[src/rtl/om_pkg.sv]
// ---------------------------------------------------------------------------
// om_pkg
// Shared types and constants for the output-merger blend arbiter slice.
//   om_color_t          : 32-bit RGBA color, four 8-bit channels.
//   OM_COLOR_W          : width of one packed color.
//   OM_NUM_REQS_DEF     : default number of requester lanes.
//   OM_MAX_PENDING_DEF  : default number of in-flight blend operations.
// ---------------------------------------------------------------------------
package om_pkg;

  localparam int OM_COLOR_W         = 32;
  localparam int OM_NUM_REQS_DEF    = 4;
  localparam int OM_MAX_PENDING_DEF = 8;

  typedef struct packed {
    logic [7:0] a;
    logic [7:0] b;
    logic [7:0] g;
    logic [7:0] r;
  } om_color_t;

endpackage

[src/rtl/om_rr_arbiter.sv]
// ---------------------------------------------------------------------------
// om_rr_arbiter
// Round-robin picker: combinational grant searching upward from a registered
// pointer, which moves one past the winner whenever the grant is consumed.
// Ports:
//   clk, reset     : clock, synchronous active-high reset (pointer -> 0)
//   req_valid_i    : per-lane request valid
//   advance_i      : the current grant was accepted this cycle
//   grant_valid_o  : at least one lane is requesting
//   grant_idx_o    : index of the winning lane (0 when none)
// ---------------------------------------------------------------------------
module om_rr_arbiter #(
  parameter int  NUM_REQS = 4,
  localparam int TAG_W    = $clog2(NUM_REQS)
) (
  input  logic                clk,
  input  logic                reset,
  input  logic [NUM_REQS-1:0] req_valid_i,
  input  logic                advance_i,
  output logic                grant_valid_o,
  output logic [TAG_W-1:0]    grant_idx_o
);

  logic [TAG_W-1:0] rr_ptr_q, rr_ptr_d;

  // Walk the offsets from highest to lowest so the lane closest to the
  // pointer (smallest offset) overwrites all others and wins.
  always_comb begin
    int idx;
    idx           = 0;
    grant_valid_o = 1'b0;
    grant_idx_o   = '0;
    for (int i = NUM_REQS - 1; i >= 0; i--) begin
      idx = int'(rr_ptr_q) + i;
      if (idx >= NUM_REQS) begin
        idx = idx - NUM_REQS;
      end
      if (req_valid_i[idx]) begin
        grant_valid_o = 1'b1;
        grant_idx_o   = TAG_W'(idx);
      end
    end
  end

  // Pointer moves one past the winner with an explicit wrap, since
  // NUM_REQS need not be a power of two.
  always_comb begin
    rr_ptr_d = rr_ptr_q;
    if (advance_i) begin
      rr_ptr_d = (grant_idx_o == TAG_W'(NUM_REQS - 1)) ? '0 : grant_idx_o + 1'b1;
    end
  end

  always_ff @(posedge clk) begin
    if (reset) begin
      rr_ptr_q <= '0;
    end else begin
      rr_ptr_q <= rr_ptr_d;
    end
  end

endmodule

[src/rtl/om_blend_arbiter.sv]
// ---------------------------------------------------------------------------
// om_blend_arbiter
// Shares one in-order blend pipeline between NUM_REQS lanes. A round-robin
// pick issues one src/dst pair per cycle; the winner's lane index is kept in
// an in-order tag FIFO so each blend result is steered back to its issuer.
// Ports:
//   clk, reset                      : clock, synchronous active-high reset
//   req_valid/req_ready             : per-lane request handshake
//   req_src_color/req_dst_color     : per-lane colors, lane i at [32*i +: 32]
//   rsp_valid/rsp_ready             : per-lane result handshake
//   rsp_color                       : blended color shared by all lanes
//   blend_valid_in/ready_in,
//   blend_src_color/dst_color       : issue side of the blend unit
//   blend_valid_out/ready_out,
//   blend_color_out                 : result side of the blend unit
//   idle                            : nothing in flight and nothing requested
// MAX_PENDING must be a power of two, at least 2.
// ---------------------------------------------------------------------------
module om_blend_arbiter
  import om_pkg::*;
#(
  parameter int  NUM_REQS    = OM_NUM_REQS_DEF,
  parameter int  MAX_PENDING = OM_MAX_PENDING_DEF,
  localparam int TAG_W       = $clog2(NUM_REQS)
) (
  input  logic                           clk,
  input  logic                           reset,
  input  logic [NUM_REQS-1:0]            req_valid,
  output logic [NUM_REQS-1:0]            req_ready,
  input  logic [NUM_REQS*OM_COLOR_W-1:0] req_src_color,
  input  logic [NUM_REQS*OM_COLOR_W-1:0] req_dst_color,
  output logic [NUM_REQS-1:0]            rsp_valid,
  input  logic [NUM_REQS-1:0]            rsp_ready,
  output om_color_t                      rsp_color,
  output logic                           blend_valid_in,
  input  logic                           blend_ready_in,
  output om_color_t                      blend_src_color,
  output om_color_t                      blend_dst_color,
  input  logic                           blend_valid_out,
  output logic                           blend_ready_out,
  input  om_color_t                      blend_color_out,
  output logic                           idle
);

  localparam int PTR_W = $clog2(MAX_PENDING);
  localparam int CNT_W = $clog2(MAX_PENDING + 1);

  logic [TAG_W-1:0] tag_mem_q [MAX_PENDING];
  logic [PTR_W-1:0] wr_ptr_q, rd_ptr_q;
  logic [CNT_W-1:0] pending_q, pending_d;

  logic             fifo_full, fifo_empty, any_valid, can_issue;
  logic             grant_valid, push, pop;
  logic [TAG_W-1:0] grant_idx, head;
  om_color_t        src_lane [NUM_REQS];
  om_color_t        dst_lane [NUM_REQS];

  assign fifo_full  = (pending_q == CNT_W'(MAX_PENDING));
  assign fifo_empty = (pending_q == '0);
  assign any_valid  = |req_valid;
  assign can_issue  = blend_ready_in & ~fifo_full;
  assign head       = tag_mem_q[rd_ptr_q];
  assign push       = blend_valid_in & blend_ready_in;
  assign pop        = blend_valid_out & blend_ready_out;
  assign rsp_color  = blend_color_out;
  assign idle       = reset | (fifo_empty & ~any_valid);

  om_rr_arbiter #(
    .NUM_REQS (NUM_REQS)
  ) u_rr (
    .clk           (clk),
    .reset         (reset),
    .req_valid_i   (req_valid),
    .advance_i     (push),
    .grant_valid_o (grant_valid),
    .grant_idx_o   (grant_idx)
  );

  always_comb begin
    for (int i = 0; i < NUM_REQS; i++) begin
      src_lane[i] = req_src_color[i*OM_COLOR_W +: OM_COLOR_W];
      dst_lane[i] = req_dst_color[i*OM_COLOR_W +: OM_COLOR_W];
    end
  end

  // Issue side. Fullness alone blocks issue, so req_ready never depends on
  // rsp_ready through a same-cycle pop.
  always_comb begin
    req_ready       = '0;
    blend_valid_in  = any_valid & ~fifo_full & ~reset;
    blend_src_color = '0;
    blend_dst_color = '0;
    if (grant_valid) begin
      blend_src_color      = src_lane[grant_idx];
      blend_dst_color      = dst_lane[grant_idx];
      req_ready[grant_idx] = can_issue & ~reset;
    end
  end

  // Return side. A result arriving with no outstanding tag is never accepted.
  always_comb begin
    rsp_valid       = '0;
    blend_ready_out = 1'b0;
    if (!fifo_empty && !reset) begin
      rsp_valid[head] = blend_valid_out;
      blend_ready_out = rsp_ready[head];
    end
  end

  always_comb begin
    pending_d = pending_q;
    if (push && !pop) begin
      pending_d = pending_q + 1'b1;
    end else if (!push && pop) begin
      pending_d = pending_q - 1'b1;
    end
  end

  // Pointers wrap naturally because the depth is a power of two.
  always_ff @(posedge clk) begin
    if (reset) begin
      wr_ptr_q  <= '0;
      rd_ptr_q  <= '0;
      pending_q <= '0;
    end else begin
      if (push) begin
        wr_ptr_q <= wr_ptr_q + 1'b1;
      end
      if (pop) begin
        rd_ptr_q <= rd_ptr_q + 1'b1;
      end
      pending_q <= pending_d;
    end
  end

  // Tag storage needs no reset; validity is tracked by the pointers.
  always_ff @(posedge clk) begin
    if (push) begin
      tag_mem_q[wr_ptr_q] <= grant_idx;
    end
  end

  a_no_orphan_result : assert property (
    @(posedge clk) disable iff (reset) !(blend_valid_out && fifo_empty)
  );

endmodule

[config.mk]
export PLATFORM = sky130hd
export DESIGN_NAME = om_blend_arbiter
export DESIGN_NICKNAME = d
export VERILOG_FILES = /design/src/rtl/om_pkg.sv /design/src/rtl/om_rr_arbiter.sv /design/src/rtl/om_blend_arbiter.sv
export SDC_FILE = /design/constraint.sdc
export NUM_CORES = 1
export LEC_CHECK = 0
export CORE_AREA = 2 2 158 160
export CTS_CLUSTER_DIAMETER = 50
export CTS_CLUSTER_SIZE = 16
export DETAILED_ROUTE_END_ITERATION = 16
export DIE_AREA = 0 0 160 162
export HOLD_SLACK_MARGIN = 0.12
export PLACE_DENSITY = 0.56
export SETUP_SLACK_MARGIN = 0.15
export SLEW_MARGIN = 5
export SYNTH_ARGS = -nofsm -noshare
export SYNTH_HDL_FRONTEND = slang
export SYNTH_SLANG_ARGS = --single-unit
export TNS_END_PERCENT = 100
[constraint.sdc]
create_clock -name clk -period 5.8 [get_ports clk]
set_input_delay 0.87 -clock clk [delete_from_list [all_inputs] [get_ports clk]]
set_output_delay 0.87 -clock clk [all_outputs]
set_load 0.05 [all_outputs]
# Word-level counts from Yosys, hierarchy flattened
# Memory sizes are Yosys's and may differ from the RTL's. A register that Yosys moved wholly into a read port is not among the register bits.
# Cells that the tools add are included.
# W data, S select, Z words.
[totals]
out_inout_bits = 107
n_memories = 1
wordCells = 106
register_bits = 12
ramBits = 16
in_bits = 300
[mem_list]
columns = ["memory", "words", "word_bits", "rd", "rd_clocked_by_memory_dff", "write_ports", "line_no", "rtl"]
rows = [
  ["tag_mem_q", 8, 2, 1, 1, 1, "om_blend_arbiter.sv:48", "logic [TAG_W-1:0] tag_mem_q [MAX_PENDING];"],
]
[classes]
eq_ne = 2
reduce_logical = 12
magnitude_cmp = 13
muxes = 48
bitwise = 14
n_addsub = 12
[op_table]
columns = ["op", "n"]
rows = [
  ["$mux W32", 10],
  ["$bmux W32 S2", 2],
  ["$lt A32 B4 Y1 const B", 4],
  ["$ge A32 B4 Y1 const B", 3],
  ["$sub A32 B4 Y32 const B", 3],
  ["$mux W1", 18],
  ["$mux W4", 4],
  ["$bmux W1 S2", 5],
  ["$mux W2", 5],
  ["$and A4 B4 Y4", 2],
  ["$and A1 B1 Y1", 7],
  ["$add A2 B2 Y3 const B", 2],
  ["$add A3 B1 Y3 const B", 2],
  ["$lt A2 B3 Y1 const B", 2],
  ["$mux W3", 2],
  ["$logic_and A1 B1 Y1", 5],
  ["$add A4 B1 Y4 const B", 1],
  ["$demux W1 S2", 2],
  ["$eq A4 B4 Y1 const B", 1],
  ["$ge A2 B1 Y1 const B", 2],
  ["$logic_not A1 Y1", 4],
  ["$logic_not A4 Y1", 1],
  ["$reduce_or A4 Y1", 1],
  ["$sub A2 B3 Y4 const B", 1],
  ["10 further kinds", 12],
]

# Depth between registers and ports, before layout
# Gate-level depths: netlist of run 1.
[logic_depth]
word_depth = 16
ltp_mapped = 14
mapped_depth_nobuf = 13

# Modules after synthesis
# A second synthesis of run 1 with hierarchy kept.
[unflattened]
hier_cells = 319
hier_area_um2 = 3758.6
[modules_own_cells]
columns = ["mod", "instances", "cells_per_inst", "area_each_um2", "seq_area_each_um2"]
rows = [
  ["om_blend_arbiter", 1, 297, 3593.4, 740.7],
  ["om_rr_arbiter", 1, 22, 165.2, 40.0],
]

# Least setup slack after synthesis of run 1
# No wires, ideal clock.
[synth_path]
kind = "in2reg"
startpoint = "in reset"
endpoint = "reg pending_q[3]"
setup_slack_ps = 1576
path_buffers = 2
path_stages = 12
setup_ps = 71
required_ps = 5729
arrival_ps = 4153
cell_sequence = "clkbuf_1 a211oi_1 and2_1 buf_2 ha_1 inv_1 ha_1 a21o_1 a21oi_1 xnor2_1 or3_1 a21oi_1"
[synth_rtl]
columns = ["item", "line_no", "rtl"]
rows = [
  ["start, declared", "om_blend_arbiter.sv:27", "input logic reset,"],
  ["$not A1 Y1 *", "om_blend_arbiter.sv:90", "blend_valid_in = any_valid & ~fifo_full & ~reset;"],
  ["$and A1 B1 Y1 *", "om_blend_arbiter.sv:90", ""],
  ["via blend_valid_in", "om_blend_arbiter.sv:35", "output logic blend_valid_in,"],
  ["$and A1 B1 Y1 *", "om_blend_arbiter.sv:63", "assign push = blend_valid_in & blend_ready_in;"],
  ["via push", "om_blend_arbiter.sv:53", "logic grant_valid, push, pop;"],
  ["$logic_not A1 Y1", "om_blend_arbiter.sv:114", "end else if (!push && pop) begin"],
  ["$logic_and A1 B1 Y1", "om_blend_arbiter.sv:114", ""],
  ["$reduce_bool A2 Y1 (no source line)", "-", ""],
  ["end signal, assigned", "om_blend_arbiter.sv:132", "pending_q <= pending_d;"],
  ["end, declared", "om_blend_arbiter.sv:50", "logic [CNT_W-1:0] pending_q, pending_d;"],
]
# The timed path passes the listed nets; every way through them passes the cells marked *.
# A chain may end at the register's enable or synchronous reset.

==> metrics.cfg, run 1 <==
[placed_design]
pre_cts_ws_ns=0.947
dp_hpwl_um=14100
dp_cells=1132
io_buffers=342
gp_congestion=0.748
placed_area_sq_um=7460

[die]
pin_count=407
die-area_sq_um=25900
initial_core_util=0.165
coreArea_sq_um=24100
num_rows=57
die_h_um=162
die_w_um=160

[clock_tree]
clock_sinks=31
cts_tree=done
clk_pin_slew_ns=0.05
ctsRootBufferMaster=clkbuf_16
cts.htree.levels=2
cts_buffers=5
clk_latency_ns=0.27
cts_buffer_depth=2
cts_hold_buffers=0
cts_resized=0
post_cts_buffers=0

[layout]
finish.utilization=0.316
fin_cells=1140
diodes=0
post-route-cell-area_sq_um=7620
final_layout_size_suffix_gt1_frac=0.0331
fin_nets=1125
syn_to_final_growth_pct=92.0

[critical_path]
max_stage_delay_ns=0.85
crit_path_max_fanout=69
slowest_stage=clkdlybuf4s50_1
critPathCaptureType=primary output
crit_chain=clkdlybuf4s50_1, a21o_1, a21oi_1, o22ai_4, inv_4, buf_12, a211oi_1, a311oi_1, clkdlybuf4s50_1
worstSetupStartpoint=req_valid[1]
arrival_ns=3.92
critPathKind=input pin to primary output
path_common_cell=clkdlybuf4s50_1
crit_required_ns=4.93
start_kind=input pin

[power]
seqPwrFrac=0.154
p_leak_nw=2.64
pwr-share-comb=0.679
clkPwrFrac=0.167
total_power_mw=1.72
switchingPower_mw=0.785
switching_share=0.456
p_per_area_nw_per_um2=226
intPower_mw=0.935
ir_drop_uv=117

[route]
routedWlPerCell_um=16.3
antenna_left=0
vias=5056
vias_per_cell=4.44
finalWirelength_um=18600
dr.first_iter.drc_count=203
drc=0
first_pass_iters=5

[sta]
tightest_slew_ns=0.688
maxSlewHeadroom=0.539
rsz0062_at_grt=no
fin_ws_ns=1.01
fin_crit_sh=0.826
finalSetupTns_ns=0
clock-skew-final_ns=0.00410
maxSlewViolCount=0
setup_viol=0
whs_ns=0.460
fin_crit_ns=4.79
hold_viol=0
fmax_mhz=209

[worst_hold_path]
worstHoldPathType=register to register
hp-start=rd_ptr_q[2]$_SDFFE_PP0P_

[synthesis]
yosysTopAreaCellShare=0.141
avgSynthCellArea_sq_um=7.30
synthCells=544
yosysSeqAreaShare=0.197
synth_top_flop_cell=edfxtp_1
yosys_warnings=0
synth_edf_count=16
synth_seq_cells=31
yosysMostFrequentCell=nand2_1
ys_top_cells_by_area=a311oi_1, nand2_1, a211oi_1
syn_area_sq_um=3970
yosys-top-cells-count=nand2_1, a211oi_1, a311oi_1
synth.distinct_cells=41
synth_area_leader_cell=a311oi_1
synthArstFlopShare=0
syn_nets=854

[global_routing]
grt_max_degree=131
grtUsageTotal=0.134
grt_first_pass_wirelength_um=28300
grt-ovfl-total=0
grt_pass1_vias=5022
grt_antenna_before_repair=0

[outcome]
status=completed

[job]
cap_viol_max_count=0

[area by class of cell]
| type | count | area (sq um) |
|---|---|---|
| Clock buffer | 5 | 125 |
| Clock inverter | 3 | 38.8 |
| Fill cell | 2613 | 16500 |
| Inverter | 7 | 28.8 |
| Multi-Input combinational cell | 421 | 2710 |
| Sequential cell | 31 | 781 |
| Tap cell | 324 | 405 |
| Timing Repair Buffer | 349 | 3540 |
[power groups by stage]
stage          combinational, mW  clock, mW  sequential (mW)
2_1_floorplan              0.775          0            0.263
3_3_place_gp                1.17          0            0.269
3_5_place_dp                1.17          0            0.269
4_1_cts                     1.18      0.291            0.265
5_1_grt                     1.25      0.300            0.267
6_report                    1.17      0.287            0.265
[routing by layer]
metal | global-route usage | up-vias | wire [um]
met1 | 0.164 | 2315 | 7860
met3 | 0.0406 | 12 | 1450
met2 | 0.239 | 238 | 9190
li1 | - | 2491 | -
met5 | 0 | - | 0
met4 | 0.0147 | 0 | 115
[state kept, by name, indices dropped and copies added, names as in the netlist, named ones only]
name	count
wr_ptr_q	3
tag_mem_q	16
u_rr.rr_ptr_q	2
rd_ptr_q	3
pending_q	4
[critical path: cells and delay by family]
family                 cells  cell delay, ns
AO/OA/AOI/OAI              5            1.01
buffers and inverters      4            1.99
[worst paths after layout]
path	depth (start not counted)	slack, ns	to
worst max register to register	13	2.52	pending_q[3]$_SDFFE_PP0P_
worst min register to register	1	0.46	register
worst min-delay path	1	0.46	register
worst max-delay path	9	1.01	blend_dst_color[12]
[layout by cell type (no fill, tap or decap), drive strengths merged, types with 2 or more instances in the layout]
master,Yosys,layout
xnor2,3,3
mux4,3,3
o22ai,2,2
clkbuf,31,5
edfxtp,16,16
dfxtp,15,15
inv,7,7
nor4,2,2
and3,4,4
nor3,4,4
mux2i,11,11
a21oi,6,6
a211oi,66,66
and2,65,65
ha,9,9
a311oi,64,64
nor2,22,22
a21o,3,3
clkinv,0,2
xor2,2,2
nand2,138,138
clkdlybuf4s50,0,342
buf,54,7
nand2b,7,7
o21ai,2,2
[cells by family (layout without fill, tap and decap cells)]
kind of cell    after synthesis  count (layout)  share of synthesized area
compound gates              145             145                      0.293
xor+xnor                      5               5                     0.0110
fa+ha+maj                    10              10                     0.0334
buf+inv                      92             364                      0.127
flops                        31              31                      0.197
mux                          15              15                     0.0517
simple gates                246             246                      0.287
(Power assumes the default switching activity.)
==> run 2: changes to the inputs <==
CORE_AREA = 2 2 157 159   (was 2 2 158 160)
DIE_AREA = 0 0 159 161   (was 0 0 160 162)
PLACE_DENSITY = 0.58   (was 0.56)
clock period = 4.1 ns   (was 5.8 ns; I/O delays follow)
==> run 2 against run 1 <==
  * Clock-buffer cell count is the same
  * Sequential power rose by 41%
  * Worst hold slack worse by 0.0024 ns
==> metrics.cfg, run 2 (synthesized netlist as in run 1, its figures left out) <==
[placed_design]
gp_congestion=0.811
dp_hpwl_um=14600
io_buffers=342
dp_cells=1135
pre_cts_ws_ns=0.530

[critical_path]
worstSetupStartpoint=req_valid[1]
crit_chain=clkdlybuf4s50_1, inv_1, a211o_1, a21oi_4, buf_12, a211oi_1, a311oi_1, buf_12
r2r_cells=13
crit_buf_inv=4
path_common_cell=buf_12
slowest_stage=clkdlybuf4s50_1
max_stage_delay_ns=0.56
critPathKind=input pin to primary output
r2r_end=pending_q[3]$_SDFFE_PP0P_
critPathCaptureType=primary output
r2r_setup_slack_ns=0.76
start_kind=input pin
arrival_ns=3.00
crit_path_max_fanout=68
crit_required_ns=3.48
crit_family=compound AO/OA/AOI/OAI gates

[die]
num_rows=57
die_w_um=159
die_h_um=161
die-area_sq_um=25600
pin_count=407
coreArea_sq_um=24000
initial_core_util=0.166

[power]
ir_drop_uv=169
p_leak_nw=3.02
p_per_area_nw_per_um2=336
total_power_mw=2.79

[clock_tree]
cts_buffers=5
ctsRootBufferMaster=clkbuf_16
cts_buffer_depth=2
clock_sinks=31
post_cts_buffers=0
cts_hold_buffers=0
cts_tree=done
cts.htree.levels=2
clk_latency_ns=0.27
clk_pin_slew_ns=0.05
cts_resized=0

[outcome]
status=completed

[global_routing]
grtUsageTotal=0.136
grt_max_degree=76
grt_antenna_before_repair=1
grt-ovfl-total=0
grt_first_pass_wirelength_um=28400
grt_pass1_vias=5138

[layout]
layout_commonest_cell=clkdlybuf4s50_1
fin_nets=1128
final_cell_mix=clkdlybuf4s50_1, nand2_1, buf_12, a211oi_1, a311oi_1
final_layout_size_suffix_gt1_frac=0.122
regMostFlops=tag_mem_q
fin_cells=1143
diodes=0
syn_to_final_growth_pct=109
largest_register_ffs=16
reg_top3=tag_mem_q: 16 flops, pending_q: 4 flops

[route]
vias=5043
antenna_left=0
finalWirelength_um=18600
first_pass_iters=4
drc=0
dr.first_iter.drc_count=338
vias_per_cell=4.41
routedWlPerCell_um=16.3

[worst_hold_path]
worstHoldPathType=register to register
holdPathStages=1
hp-start=rd_ptr_q[2]$_SDFFE_PP0P_

[sta]
rsz0062_at_grt=no
clock-skew-final_ns=0.00254
fin_ws_ns=0.487
tightest_slew_ns=0.809
maxSlewHeadroom=0.460
maxSlewViolCount=0
whs_ns=0.458
setup_viol=0
fin_crit_sh=0.881
fin_crit_ns=3.61
fmax_mhz=277
hold_viol=0
finalSetupTns_ns=0

[job]
cap_viol_max_count=0

[run 2: changes by cell type in the layout (fill, tap and decap cells not counted)]
cell / before / now
clkdlybuf4s50_1: 342 / 273
a211oi_2: 0 / 1
buf_4: 2 / 7
buf_12: 5 / 72
a211oi_1: 66 / 65
[run 2: final cells by class]
type	count	area, sq um
Fill cell	2531	15600
Timing Repair Buffer	352	4230
Multi-Input combinational cell	421	2710
Sequential cell	31	781
Tap cell	324	405
Clock buffer	5	125
Clock inverter	3	38.8
Inverter	7	28.8
[run 2: how the worst max path moves through the flow]
stage / end / cells past startpoint
2_1_floorplan: blend_dst_color[0] / 8
3_3_place_gp: blend_src_color[18] / 9
3_5_place_dp: blend_src_color[3] / 8
4_1_cts: blend_src_color[3] / 9
5_1_grt: blend_src_color[3] / 9
6_report: blend_src_color[3] / 8
[run 2: per-layer routing]
| layer | GRT usage | wire length (um) | vias up |
|---|---|---|---|
| met4 | 0.0277 | 330 | 0 |
| met3 | 0.0393 | 1420 | 24 |
| met5 | 0 | 0 | - |
| met2 | 0.244 | 9270 | 242 |
| li1 | - | - | 2494 |
| met1 | 0.161 | 7610 | 2283 |
[run 2: per-stage QoR]
stage,cell area [sq um],utilization
2_1_floorplan,3980,-
3_3_place_gp,8150,0.340
4_1_cts,8320,0.347
6_report,8320,0.347
3_5_place_dp,8150,0.340
5_1_grt,8320,0.347
[run 2: where the power goes]
| part | switching [mW] | internal, mW |
|---|---|---|
| logic | 1.04 | 0.977 |
| registers | 0.0236 | 0.350 |
| clock network | 0.124 | 0.283 |
